### src/rtl/seg7_scan_driver_if.sv
// rtl/seg7_scan_driver_if.sv - display data/command and pin bundle for seg7_scan_driver
// Purpose: groups the value/mask/load/mode controls and the seg/dig_en/frame_done pins.
// Ports (signals):
//   value       4*NUM_DIGITS  nibble k -> digit k
//   blank_mask  NUM_DIGITS    1 = digit k dark
//   load        1             capture value/blank_mask into shadow
//   mode        2             00 hex, 01 spinner, 10 hex+blink, 11 off
//   seg         7             {g,f,e,d,c,b,a}
//   dig_en      NUM_DIGITS    one-hot digit enable
//   frame_done  1             pulse at start of each new frame
interface seg7_scan_driver_if #(
  parameter int NUM_DIGITS = 4
);
  logic [4*NUM_DIGITS-1:0] value;
  logic [NUM_DIGITS-1:0]   blank_mask;
  logic                    load;
  logic [1:0]              mode;
  logic [6:0]              seg;
  logic [NUM_DIGITS-1:0]   dig_en;
  logic                    frame_done;

  modport master (
    output value, blank_mask, load, mode,
    input  seg, dig_en, frame_done
  );

  modport slave (
    input  value, blank_mask, load, mode,
    output seg, dig_en, frame_done
  );
endinterface

### src/rtl/seg7_scan_driver.sv
// rtl/seg7_scan_driver.sv - time-multiplexed 7-segment scan driver
// Purpose: scans NUM_DIGITS digits on a shared segment bus, hex or spinner glyphs,
//          per-digit blanking, blink mode, value commit on frame boundaries.
// Ports:
//   clk    in  system clock, rising edge
//   reset  in  asynchronous, active-high
//   bus    slave side of seg7_scan_driver_if (value/blank_mask/load/mode in,
//          seg/dig_en/frame_done out, all outputs registered)
module seg7_scan_driver #(
  parameter int NUM_DIGITS     = 4,
  parameter int REFRESH_DIV    = 50000,
  parameter int BLINK_FRAMES   = 64,
  parameter int SEG_ACTIVE_LOW = 1,
  parameter int DIG_ACTIVE_LOW = 1
) (
  input  logic                clk,
  input  logic                reset,
  seg7_scan_driver_if.slave   bus
);
  localparam int PW = $clog2(REFRESH_DIV);
  localparam int IW = (NUM_DIGITS > 1) ? $clog2(NUM_DIGITS) : 1;
  localparam int FW = (BLINK_FRAMES > 1) ? $clog2(BLINK_FRAMES) : 1;
  localparam logic [6:0] SEG_OFF = (SEG_ACTIVE_LOW != 0) ? 7'h7F : 7'h00;
  localparam logic [NUM_DIGITS-1:0] DIG_OFF = (DIG_ACTIVE_LOW != 0) ? '1 : '0;

  logic [PW-1:0]           r_presc;
  logic [IW-1:0]           r_idx;
  logic [FW-1:0]           r_frame_cnt;
  logic                    r_blink;
  logic                    r_wrapped;
  logic [4*NUM_DIGITS-1:0] r_sh_val;
  logic [NUM_DIGITS-1:0]   r_sh_mask;
  logic [4*NUM_DIGITS-1:0] r_disp_val;
  logic [NUM_DIGITS-1:0]   r_disp_mask;
  logic [6:0]              r_seg;
  logic [NUM_DIGITS-1:0]   r_dig;
  logic                    r_fd;

  logic                    w_step;
  logic                    w_wrap;
  logic [3:0]              w_nib;
  logic                    w_mask_bit;
  logic [NUM_DIGITS-1:0]   w_onehot;
  logic [6:0]              w_glyph;
  logic                    w_blank;
  logic [6:0]              w_lit;

  assign w_step = (r_presc == PW'(REFRESH_DIV - 1));
  assign w_wrap = w_step && (r_idx == IW'(NUM_DIGITS - 1));

  // Select the active digit's nibble/mask bit and build its one-hot enable.
  always_comb begin
    w_nib      = 4'h0;
    w_mask_bit = 1'b0;
    w_onehot   = '0;
    for (int k = 0; k < NUM_DIGITS; k++) begin
      if (r_idx == IW'(k)) begin
        w_nib       = r_disp_val[k*4 +: 4];
        w_mask_bit  = r_disp_mask[k];
        w_onehot[k] = 1'b1;
      end
    end
  end

  // Glyph decode (1 = lit). Spinner glyphs only exist for nibbles 0..3.
  always_comb begin
    w_glyph = 7'h00;
    if (bus.mode == 2'b01) begin
      if (w_nib[3:2] == 2'b00) begin
        case (w_nib[1:0])
          2'd0:    w_glyph = 7'h07;
          2'd1:    w_glyph = 7'h70;
          2'd2:    w_glyph = 7'h1C;
          default: w_glyph = 7'h63;
        endcase
      end
    end else begin
      case (w_nib)
        4'h0: w_glyph = 7'h3F;  4'h1: w_glyph = 7'h06;
        4'h2: w_glyph = 7'h5B;  4'h3: w_glyph = 7'h4F;
        4'h4: w_glyph = 7'h66;  4'h5: w_glyph = 7'h6D;
        4'h6: w_glyph = 7'h7D;  4'h7: w_glyph = 7'h07;
        4'h8: w_glyph = 7'h7F;  4'h9: w_glyph = 7'h6F;
        4'hA: w_glyph = 7'h77;  4'hB: w_glyph = 7'h7C;
        4'hC: w_glyph = 7'h39;  4'hD: w_glyph = 7'h5E;
        4'hE: w_glyph = 7'h79;  default: w_glyph = 7'h71;
      endcase
    end
  end

  assign w_blank = w_mask_bit || (bus.mode == 2'b11) || ((bus.mode == 2'b10) && r_blink);
  assign w_lit   = w_blank ? 7'h00 : w_glyph;

  // Scan counters, blink timing and shadow/display registers.
  always_ff @(posedge clk or posedge reset) begin
    if (reset) begin
      r_presc     <= '0;
      r_idx       <= '0;
      r_frame_cnt <= '0;
      r_blink     <= 1'b0;
      r_wrapped   <= 1'b0;
      r_sh_val    <= '0;
      r_sh_mask   <= '0;
      r_disp_val  <= '0;
      r_disp_mask <= '0;
    end else begin
      r_presc <= w_step ? '0 : r_presc + PW'(1);
      if (w_step) r_idx <= w_wrap ? '0 : r_idx + IW'(1);
      if (bus.load) begin
        r_sh_val  <= bus.value;
        r_sh_mask <= bus.blank_mask;
      end
      if (w_wrap) begin
        r_wrapped <= 1'b1;
        if (r_frame_cnt == FW'(BLINK_FRAMES - 1)) begin
          r_frame_cnt <= '0;
          r_blink     <= ~r_blink;
        end else begin
          r_frame_cnt <= r_frame_cnt + FW'(1);
        end
        // A load on the wrap cycle bypasses the shadow so it lands in this new frame.
        r_disp_val  <= bus.load ? bus.value      : r_sh_val;
        r_disp_mask <= bus.load ? bus.blank_mask : r_sh_mask;
      end
    end
  end

  // Registered pins. frame_done marks the first cycle digit 0 of a later frame is shown.
  always_ff @(posedge clk or posedge reset) begin
    if (reset) begin
      r_seg <= SEG_OFF;
      r_dig <= DIG_OFF;
      r_fd  <= 1'b0;
    end else begin
      r_seg <= (SEG_ACTIVE_LOW != 0) ? ~w_lit : w_lit;
      r_dig <= (DIG_ACTIVE_LOW != 0) ? ~w_onehot : w_onehot;
      r_fd  <= r_wrapped && (r_presc == '0) && (r_idx == '0);
    end
  end

  assign bus.seg        = r_seg;
  assign bus.dig_en     = r_dig;
  assign bus.frame_done = r_fd;
endmodule
### src/flat_wrapper.sv
// flat-port wrapper written by rule: the top's interface ports become plain ports
module seg7_scan_driver_flat 
#(
  parameter int NUM_DIGITS     = 4,
  parameter int REFRESH_DIV    = 50000,
  parameter int BLINK_FRAMES   = 64,
  parameter int SEG_ACTIVE_LOW = 1,
  parameter int DIG_ACTIVE_LOW = 1
)
  (clk, reset, bus_value, bus_blank_mask, bus_load, bus_mode, bus_seg, bus_dig_en, bus_frame_done);
  seg7_scan_driver_if #(.NUM_DIGITS(NUM_DIGITS)) bus_i ();
  input  logic clk;
  input  logic reset;
  input wire logic [$bits(bus_i.value)-1:0] bus_value;
  input wire logic [$bits(bus_i.blank_mask)-1:0] bus_blank_mask;
  input wire logic [$bits(bus_i.load)-1:0] bus_load;
  input wire logic [$bits(bus_i.mode)-1:0] bus_mode;
  output wire logic [$bits(bus_i.seg)-1:0] bus_seg;
  output wire logic [$bits(bus_i.dig_en)-1:0] bus_dig_en;
  output wire logic [$bits(bus_i.frame_done)-1:0] bus_frame_done;
  assign bus_i.value = bus_value;
  assign bus_i.blank_mask = bus_blank_mask;
  assign bus_i.load = bus_load;
  assign bus_i.mode = bus_mode;
  assign bus_seg = bus_i.seg;
  assign bus_dig_en = bus_i.dig_en;
  assign bus_frame_done = bus_i.frame_done;
  seg7_scan_driver #(.NUM_DIGITS(NUM_DIGITS), .REFRESH_DIV(REFRESH_DIV), .BLINK_FRAMES(BLINK_FRAMES), .SEG_ACTIVE_LOW(SEG_ACTIVE_LOW), .DIG_ACTIVE_LOW(DIG_ACTIVE_LOW)) u_core (.clk(clk), .reset(reset), .bus(bus_i));
endmodule
### config.mk
export PLATFORM = sky130hd
export DESIGN_NAME = seg7_scan_driver_flat
export DESIGN_NICKNAME = d
export VERILOG_FILES = /design/src/rtl/seg7_scan_driver_if.sv /design/src/rtl/seg7_scan_driver.sv /design/src/flat_wrapper.sv
export SDC_FILE = /design/constraint.sdc
export NUM_CORES = 1
export LEC_CHECK = 0
export CAP_MARGIN = 20
export CORE_MARGIN = 2
export CORE_UTILIZATION = 57
export CTS_CLUSTER_DIAMETER = 30
export DETAILED_ROUTE_END_ITERATION = 7
export GPL_ROUTABILITY_DRIVEN = 0
export PLACE_DENSITY = 0.8
export SLEW_MARGIN = 10
export SYNTH_ARGS = -nofsm -noshare
export SYNTH_HDL_FRONTEND = slang
export SYNTH_SLANG_ARGS = --single-unit
### constraint.sdc
create_clock -name clk -period 2.9 [get_ports clk]
set_input_delay 0.29 -clock clk [delete_from_list [all_inputs] [get_ports clk]]
set_output_delay 0.29 -clock clk [all_outputs]
set_load 0.1 [all_outputs]
==> impl_metrics.csv, run 1 <==
group,metric,value,unit
outcome,status,"finished, final reports clean",
setup_path,ff2ff_setup_slack,0.22,ns
finish,area.growth.synth_to_final,15.7,%
yosys,syn_nets,345,
global_route,grt_max_degree,58,
yosys,yosysTopAreaCell,"dfrtp_1",
placement,hpwl,4870,µm
yosys,synth_area_leaders,"dfrtp_1 (45%), mux2_2 (12%), dfstp_2 (7.8%)",
die,initial_core_util,0.588,
yosys,yosysMostFrequentCell,"dfrtp_1",
sta,max_freq,373,MHz
die,io_pins,37,
clock_tree,clockBufferDepth,2,
sta,rsz0062_at_grt,"no",
power_and_ir_drop,powerDensity,497,nW/µm²
yosys,netlist_area,3710,µm²
die,die_w,84.7,µm
power_and_ir_drop,swShare,0.241,
global_route,grt_pass1_wl,12300,µm
yosys,ys_warn_count,0,
sta,max_slew_margin,0.439,
yosys,synth_compound_area_frac,0.0927,
yosys,synth_edf_count,0,
sta,layout_min_cycle_time,2.68,ns
sta,setup_viol,0,
clock_tree,path_clk_slew,0.08,ns
finish,nets,385,
routing,drcViolationCount,0,
setup_path,critPathMaxFanout,6,
yosys,synthFlopType,"dfrtp_1",
setup_path,crit_required,3.17,ns
yosys,synthMuxAreaShare,0.124,
sta,fin_skew,0.00880,ns
yosys,syn_avg_cell_area,12.1,µm²
power_and_ir_drop,p_switching,515,µW
clock_tree,cts_repair_resize_count,0,
clock_tree,worst_skew_pair.late_latency,0.35,ns
finish,drive_gt1_frac,0.254,
global_route,grt_pass1_vias,2597,
power_and_ir_drop,p_clk_frac,0.383,
routing,drtPass1Iterations,4,
clock_tree,cts_setup_buffers,0,
min_path,hold_class,"input port to asynchronous set/reset pin",
yosys,synthSimpleGateAreaFrac,0.128,
finish,fill_cells,475,
yosys,synth_adder_area_share,0.0499,
setup_path,rr_worst_depth,9,
power_and_ir_drop,internal_power,1620,µW
sta,max_slew.worst_pin.slew,0.841,ns
die,rows,29,
die,core,6310,µm²
yosys,synthCells,306,
routing,wl,7010,µm
routing,ant_nets,0,
finish,diodes,0,
setup_path,cp-start-kind,"flip-flop",
global_route,antenna_found_initial,0,
yosys,yosysUniqueCellTypes,49,
global_route,grt_use_total,0.218,
yosys,ys_seq_elements,78,
setup_path,path_class,"flip-flop to flip-flop",
sta,maxSlewViolCount,0,
clock_tree,hold_buffers,0,
clock_tree,cts_sinks,78,
global_route,overflow,0,
placement,numPortBuffers,36,
sta,hold_viol,0,
clock_tree,clockRootBuffer,"clkbuf_8",
power_and_ir_drop,power_frac_comb,0.086,
power_and_ir_drop,ir_worst_vdd,0.351,mV
routing,drt-initial-drc-count,137,
sta,finalCritPeriodShare,0.924,
yosys,synth_top_family_by_area,"simple AND/OR/NAND/NOR gates",
die,die_area,7170,µm²
yosys,ys_seq_area_frac,0.530,
routing,vias_per_cell,5.85,
setup_path,worstSetupEndpointType,"flip-flop",
yosys,post_synth_xor_area_fraction,0.0398,
clock_tree,cts-buffers-inserted,9,
setup_path,cp.arrival,2.95,ns
routing,vias,2503,
clock_tree,h-tree-depth,3,
clock_tree,cts_tree,"built",
sta,setup_tns,0,ns
run,cap_violations,0,
die,die_h,84.7,µm
routing,wl_per_cell,16.4,µm
yosys,synthDominantCellAreaShare,0.452,
finish,final_util,0.680,
power_and_ir_drop,seqPwrFrac,0.531,
power_and_ir_drop,p_leak,0.00195,µW
yosys,async_reset_ff_frac,1.00,
yosys,synth_common_cells,"dfrtp_1 (67), mux2_2 (40), nand2_1 (19)",
## cell families (layout without fill, tap and decap cells)
kind of cell	Yosys count	in the layout
simple gates	85	85
flops	78	78
mux	41	41
buf+inv	23	68
fa+ha+maj	15	15
xor+xnor	16	16
compound gates	48	48
## sequential cells by signal, indices dropped and copies added, names as in the netlist
signal                 flops
u_core.bus.dig_en          4
u_core.bus.frame_done      1
u_core.bus.seg             7
u_core.r_blink             1
u_core.r_disp_mask         4
u_core.r_disp_val         16
u_core.r_frame_cnt         6
u_core.r_idx               2
u_core.r_presc            16
u_core.r_sh_mask           4
u_core.r_sh_val           16
u_core.r_wrapped           1
## cells in the final DEF (no fill, tap or decap), types with 2 or more instances in the layout
master | synthesis | layout
nor2b_1 | 2 | 2
o21a_1 | 5 | 5
xnor2_1 | 9 | 9
inv_1 | 12 | 11
buf_4 | 0 | 15
a221o_1 | 5 | 5
o22a_1 | 3 | 3
and3_1 | 6 | 6
nor3b_1 | 2 | 2
ha_1 | 14 | 14
o21ai_0 | 10 | 10
nor4b_1 | 2 | 2
nor3_1 | 3 | 3
a21oi_1 | 6 | 6
nor2_1 | 16 | 16
clkbuf_8 | 0 | 10
nand4_1 | 6 | 6
clkinvlp_4 | 0 | 2
clkdlybuf4s50_1 | 0 | 24
mux2_2 | 40 | 40
dfrtp_1 | 67 | 67
a211oi_1 | 2 | 2
o221ai_1 | 5 | 5
a31oi_1 | 2 | 2
dfstp_2 | 11 | 11
a221oi_1 | 3 | 3
nand2_1 | 19 | 19
and4_1 | 2 | 2
o211ai_1 | 3 | 3
and2_1 | 2 | 2
nand3_1 | 13 | 13
nand2b_1 | 4 | 4
xor2_1 | 6 | 6
## per-stage QoR
stage                     hold WS, ns  cells  area, µm²  total power [µW]  setup slack, ns
after floorplan                 0.425    306       3710              1280            0.434
after global placement          0.451    412       4090              1340            0.373
after global routing            0.301    428       4290              2230           0.0265
after CTS                       0.282    428       4290              2160            0.226
after detailed placement        0.468    412       4090              1340            0.257
final                           0.277    428       4290              2140            0.220
## worst max-delay path, cell delays in order (launching register included)
cell	delay [ns]
dfrtp_1	0.39
inv_1	0.10
ha_1	0.23
or2_0	0.31
a221o_1	0.30
o221ai_1	0.18
inv_1	0.17
ha_1	0.36
maj3_1	0.36
a32oi_1	0.19
## layer usage
layer	vias to the layer above	global-route usage	wire (µm)
met5	-	0	0
met4	0	0.0924	186
met3	20	0.0492	440
met2	85	0.339	3260
met1	1223	0.296	3120
li1	1175	-	-
## area by class of cell
class | instances | area [µm²] | share of cell area
tap | 77 | 96.3 | 0.0224
multi-input combinational | 205 | 1610 | 0.376
timing repair buffer | 40 | 373 | 0.0868
clock buffer | 11 | 141 | 0.0329
inverter | 12 | 45.0 | 0.0105
sequential | 78 | 1970 | 0.458
clock inverter | 5 | 58.8 | 0.0137
## final timing paths
kind                                   from                 end
setup / recovery            u_core.r_idx[0]   u_core.bus.seg[1]
hold / removal                        reset  u_core.r_sh_val[5]
setup reg to reg            u_core.r_idx[0]   u_core.bus.seg[1]
hold reg to reg            u_core.r_wrapped    u_core.r_wrapped
max in group asynchronous             reset   u_core.bus.seg[1]
min in group clk           u_core.r_wrapped    u_core.r_wrapped
## power by group through the flow
| stage | combinational, µW | clock, µW | sequential (µW) |
|---|---|---|---|
| 2_1_floorplan | 70.3 | 0 | 1210 |
| 3_3_place_gp | 183 | 0 | 1150 |
| 3_5_place_dp | 187 | 0 | 1160 |
| 4_1_cts | 187 | 836 | 1130 |
| 5_1_grt | 199 | 889 | 1140 |
| 6_report | 184 | 818 | 1130 |
No activity file was read; power rests on OpenSTA's default activity.
==> run 2, diff against run 1 <==
CORE_UTILIZATION = 49   (was 57)
HOLD_SLACK_MARGIN = 0.05   (was not set)
PLACE_DENSITY = 0.7   (was 0.8)
SKIP_CTS_REPAIR_TIMING = 1   (was not set)
==> impl_metrics.csv, run 2 (synthesis results as in run 1) <==
group,metric,value,unit
die,core,7290,µm²
sta,maxSlewViolCount,0,
setup_path,cp.arrival,2.95,ns
sta,setup_tns,0,ns
routing,drcViolationCount,0,
sta,fin_skew,0.00545,ns
sta,layout_min_cycle_time,2.69,ns
routing,ant_nets,0,
die,initial_core_util,0.509,
power_and_ir_drop,p_clk_frac,0.389,
die,die_area,8290,µm²
die,die_h,91.0,µm
sta,max_slew_margin,0.485,
global_route,grt_pass1_vias,2445,
placement,dp_cells,434,
finish,layout_common_cells,"dfrtp_1 (67), mux2_2 (40), clkdlybuf4s50_1 (24)",
finish,diodes,0,
global_route,grt_use_total,0.178,
finish,nets,385,
power_and_ir_drop,powerDensity,498,nW/µm²
routing,wl_per_cell,15.4,µm
routing,wl,6900,µm
power_and_ir_drop,ir_worst_vdd,0.271,mV
sta,setup_viol,0,
power_and_ir_drop,swShare,0.229,
sta,max_slew.worst_pin.slew,0.772,ns
clock_tree,path_clk_slew,0.07,ns
clock_tree,worst_skew_pair.late_latency,0.34,ns
power_and_ir_drop,internal_power,1660,µW
outcome,status,"finished, final reports clean",
clock_tree,h-tree-depth,3,
min_path,hold_class,"input port to asynchronous set/reset pin",
finish,area.growth.synth_to_final,16.7,%
sta,rsz0062_at_grt,"no",
die,die_w,91.0,µm
routing,drtPass1Iterations,5,
global_route,overflow,0,
clock_tree,clockRootBuffer,"clkbuf_8",
setup_path,critPathMaxFanout,6,
setup_path,cp-start-kind,"flip-flop",
die,rows,31,
sta,hold_viol,0,
setup_path,rr_worst_depth,9,
global_route,antenna_found_initial,0,
power_and_ir_drop,p_leak,0.00196,µW
run,cap_violations,0,
global_route,grt_pass1_wl,11800,µm
sta,max_freq,372,MHz
clock_tree,clockBufferDepth,2,
setup_path,worstSetupEndpointType,"flip-flop",
routing,vias_per_cell,5.55,
finish,fin_cells,449,
finish,top_regs,"u_core.r_disp_val: 16 flops, u_core.r_presc: 16 flops, u_core.r_sh_val: 16 flops",
power_and_ir_drop,seqPwrFrac,0.526,
sta,finalCritPeriodShare,0.927,
power_and_ir_drop,p_switching,495,µW
placement,hpwl,4850,µm
global_route,grt_max_degree,52,
setup_path,crit_path_cell_trace,"inv_1 -> ha_1 -> or2_0 -> a221o_1 -> o221ai_1 -> inv_1 -> ha_1 -> maj3_1 -> a32oi_1",
setup_path,path_class,"flip-flop to flip-flop",
clock_tree,cts_sinks,78,
finish,final_common_cell,"dfrtp_1",
clock_tree,cts-buffers-inserted,9,
setup_path,crit_required,3.16,ns
placement,numPortBuffers,36,
routing,drt-initial-drc-count,114,
finish,drive_gt1_frac,0.254,
clock_tree,cts_tree,"built",
setup_path,crit_slowest_cell,"dfrtp_1",
setup_path,max_stage_delay,0.39,ns
power_and_ir_drop,power_frac_comb,0.085,
die,io_pins,37,
routing,vias,2493,
==> run 2: cell count changes in the layout (fill, tap and decap cells not counted), sizes merged <==
cell | previous run | this run
clkinv | 2 | 1
clkinvlp | 2 | 1
clkbuf | 11 | 12
==> run 2: through the flow <==
step	utilization	total power (µW)	setup slack, ns	hold WS (ns)	area [µm²]
2_1_floorplan	-	1280	0.434	0.425	3710
6_report	0.594	2160	0.211	0.338	4330
4_1_cts	0.594	2170	0.222	0.357	4330
3_5_place_dp	0.565	1340	0.223	0.446	4120
3_3_place_gp	0.565	1340	0.366	0.444	4120
5_1_grt	0.594	2230	0.0595	0.400	4330
==> run 2: final timing paths <==
check / endpoint / slack (ns) / start
min in group clk: u_core.r_wrapped / 0.47 / u_core.r_wrapped
max reg2reg: u_core.bus.seg[1] / 0.21 / u_core.r_idx[0]
min: u_core.r_sh_val[2] / 0.34 / reset
min reg2reg: u_core.r_wrapped / 0.47 / u_core.r_wrapped
max: u_core.bus.seg[1] / 0.21 / u_core.r_idx[0]
max in group asynchronous: u_core.bus.seg[3] / 1.84 / reset
==> run 2: final cells by class <==
class | instances | area, µm²
multi-input combinational | 205 | 1610
inverter | 12 | 45.0
fill | 629 | 2960
clock inverter | 3 | 42.5
sequential | 78 | 1970
timing repair buffer | 40 | 373
tap | 99 | 124
clock buffer | 12 | 165
==> run 2: power groups by stage <==
stage               Combinational, µW  Sequential, µW  Clock, µW
global route                      199            1140        893
detailed placement                186            1160          0
finish                            184            1130        839
CTS                               187            1140        852
floorplan                        70.3            1210          0
global placement                  185            1150          0
==> run 2: worst max-delay path: cells and delay by family (launching register included) <==
family,cells,cell delay (ns)
fa+ha+maj,3,0.95
simple gates,1,0.30
buf+inv,2,0.27
compound gates,3,0.70
flops,1,0.39
==> run 2: per-layer routing <==
layer / vias to the layer above / part of all wire / track usage
met1: 1237 / 0.47 / 0.247
met4: 0 / 0.021 / 0.0846
met5: - / 0 / 0
li1: 1173 / - / -
met3: 14 / 0.046 / 0.0349
met2: 69 / 0.46 / 0.270
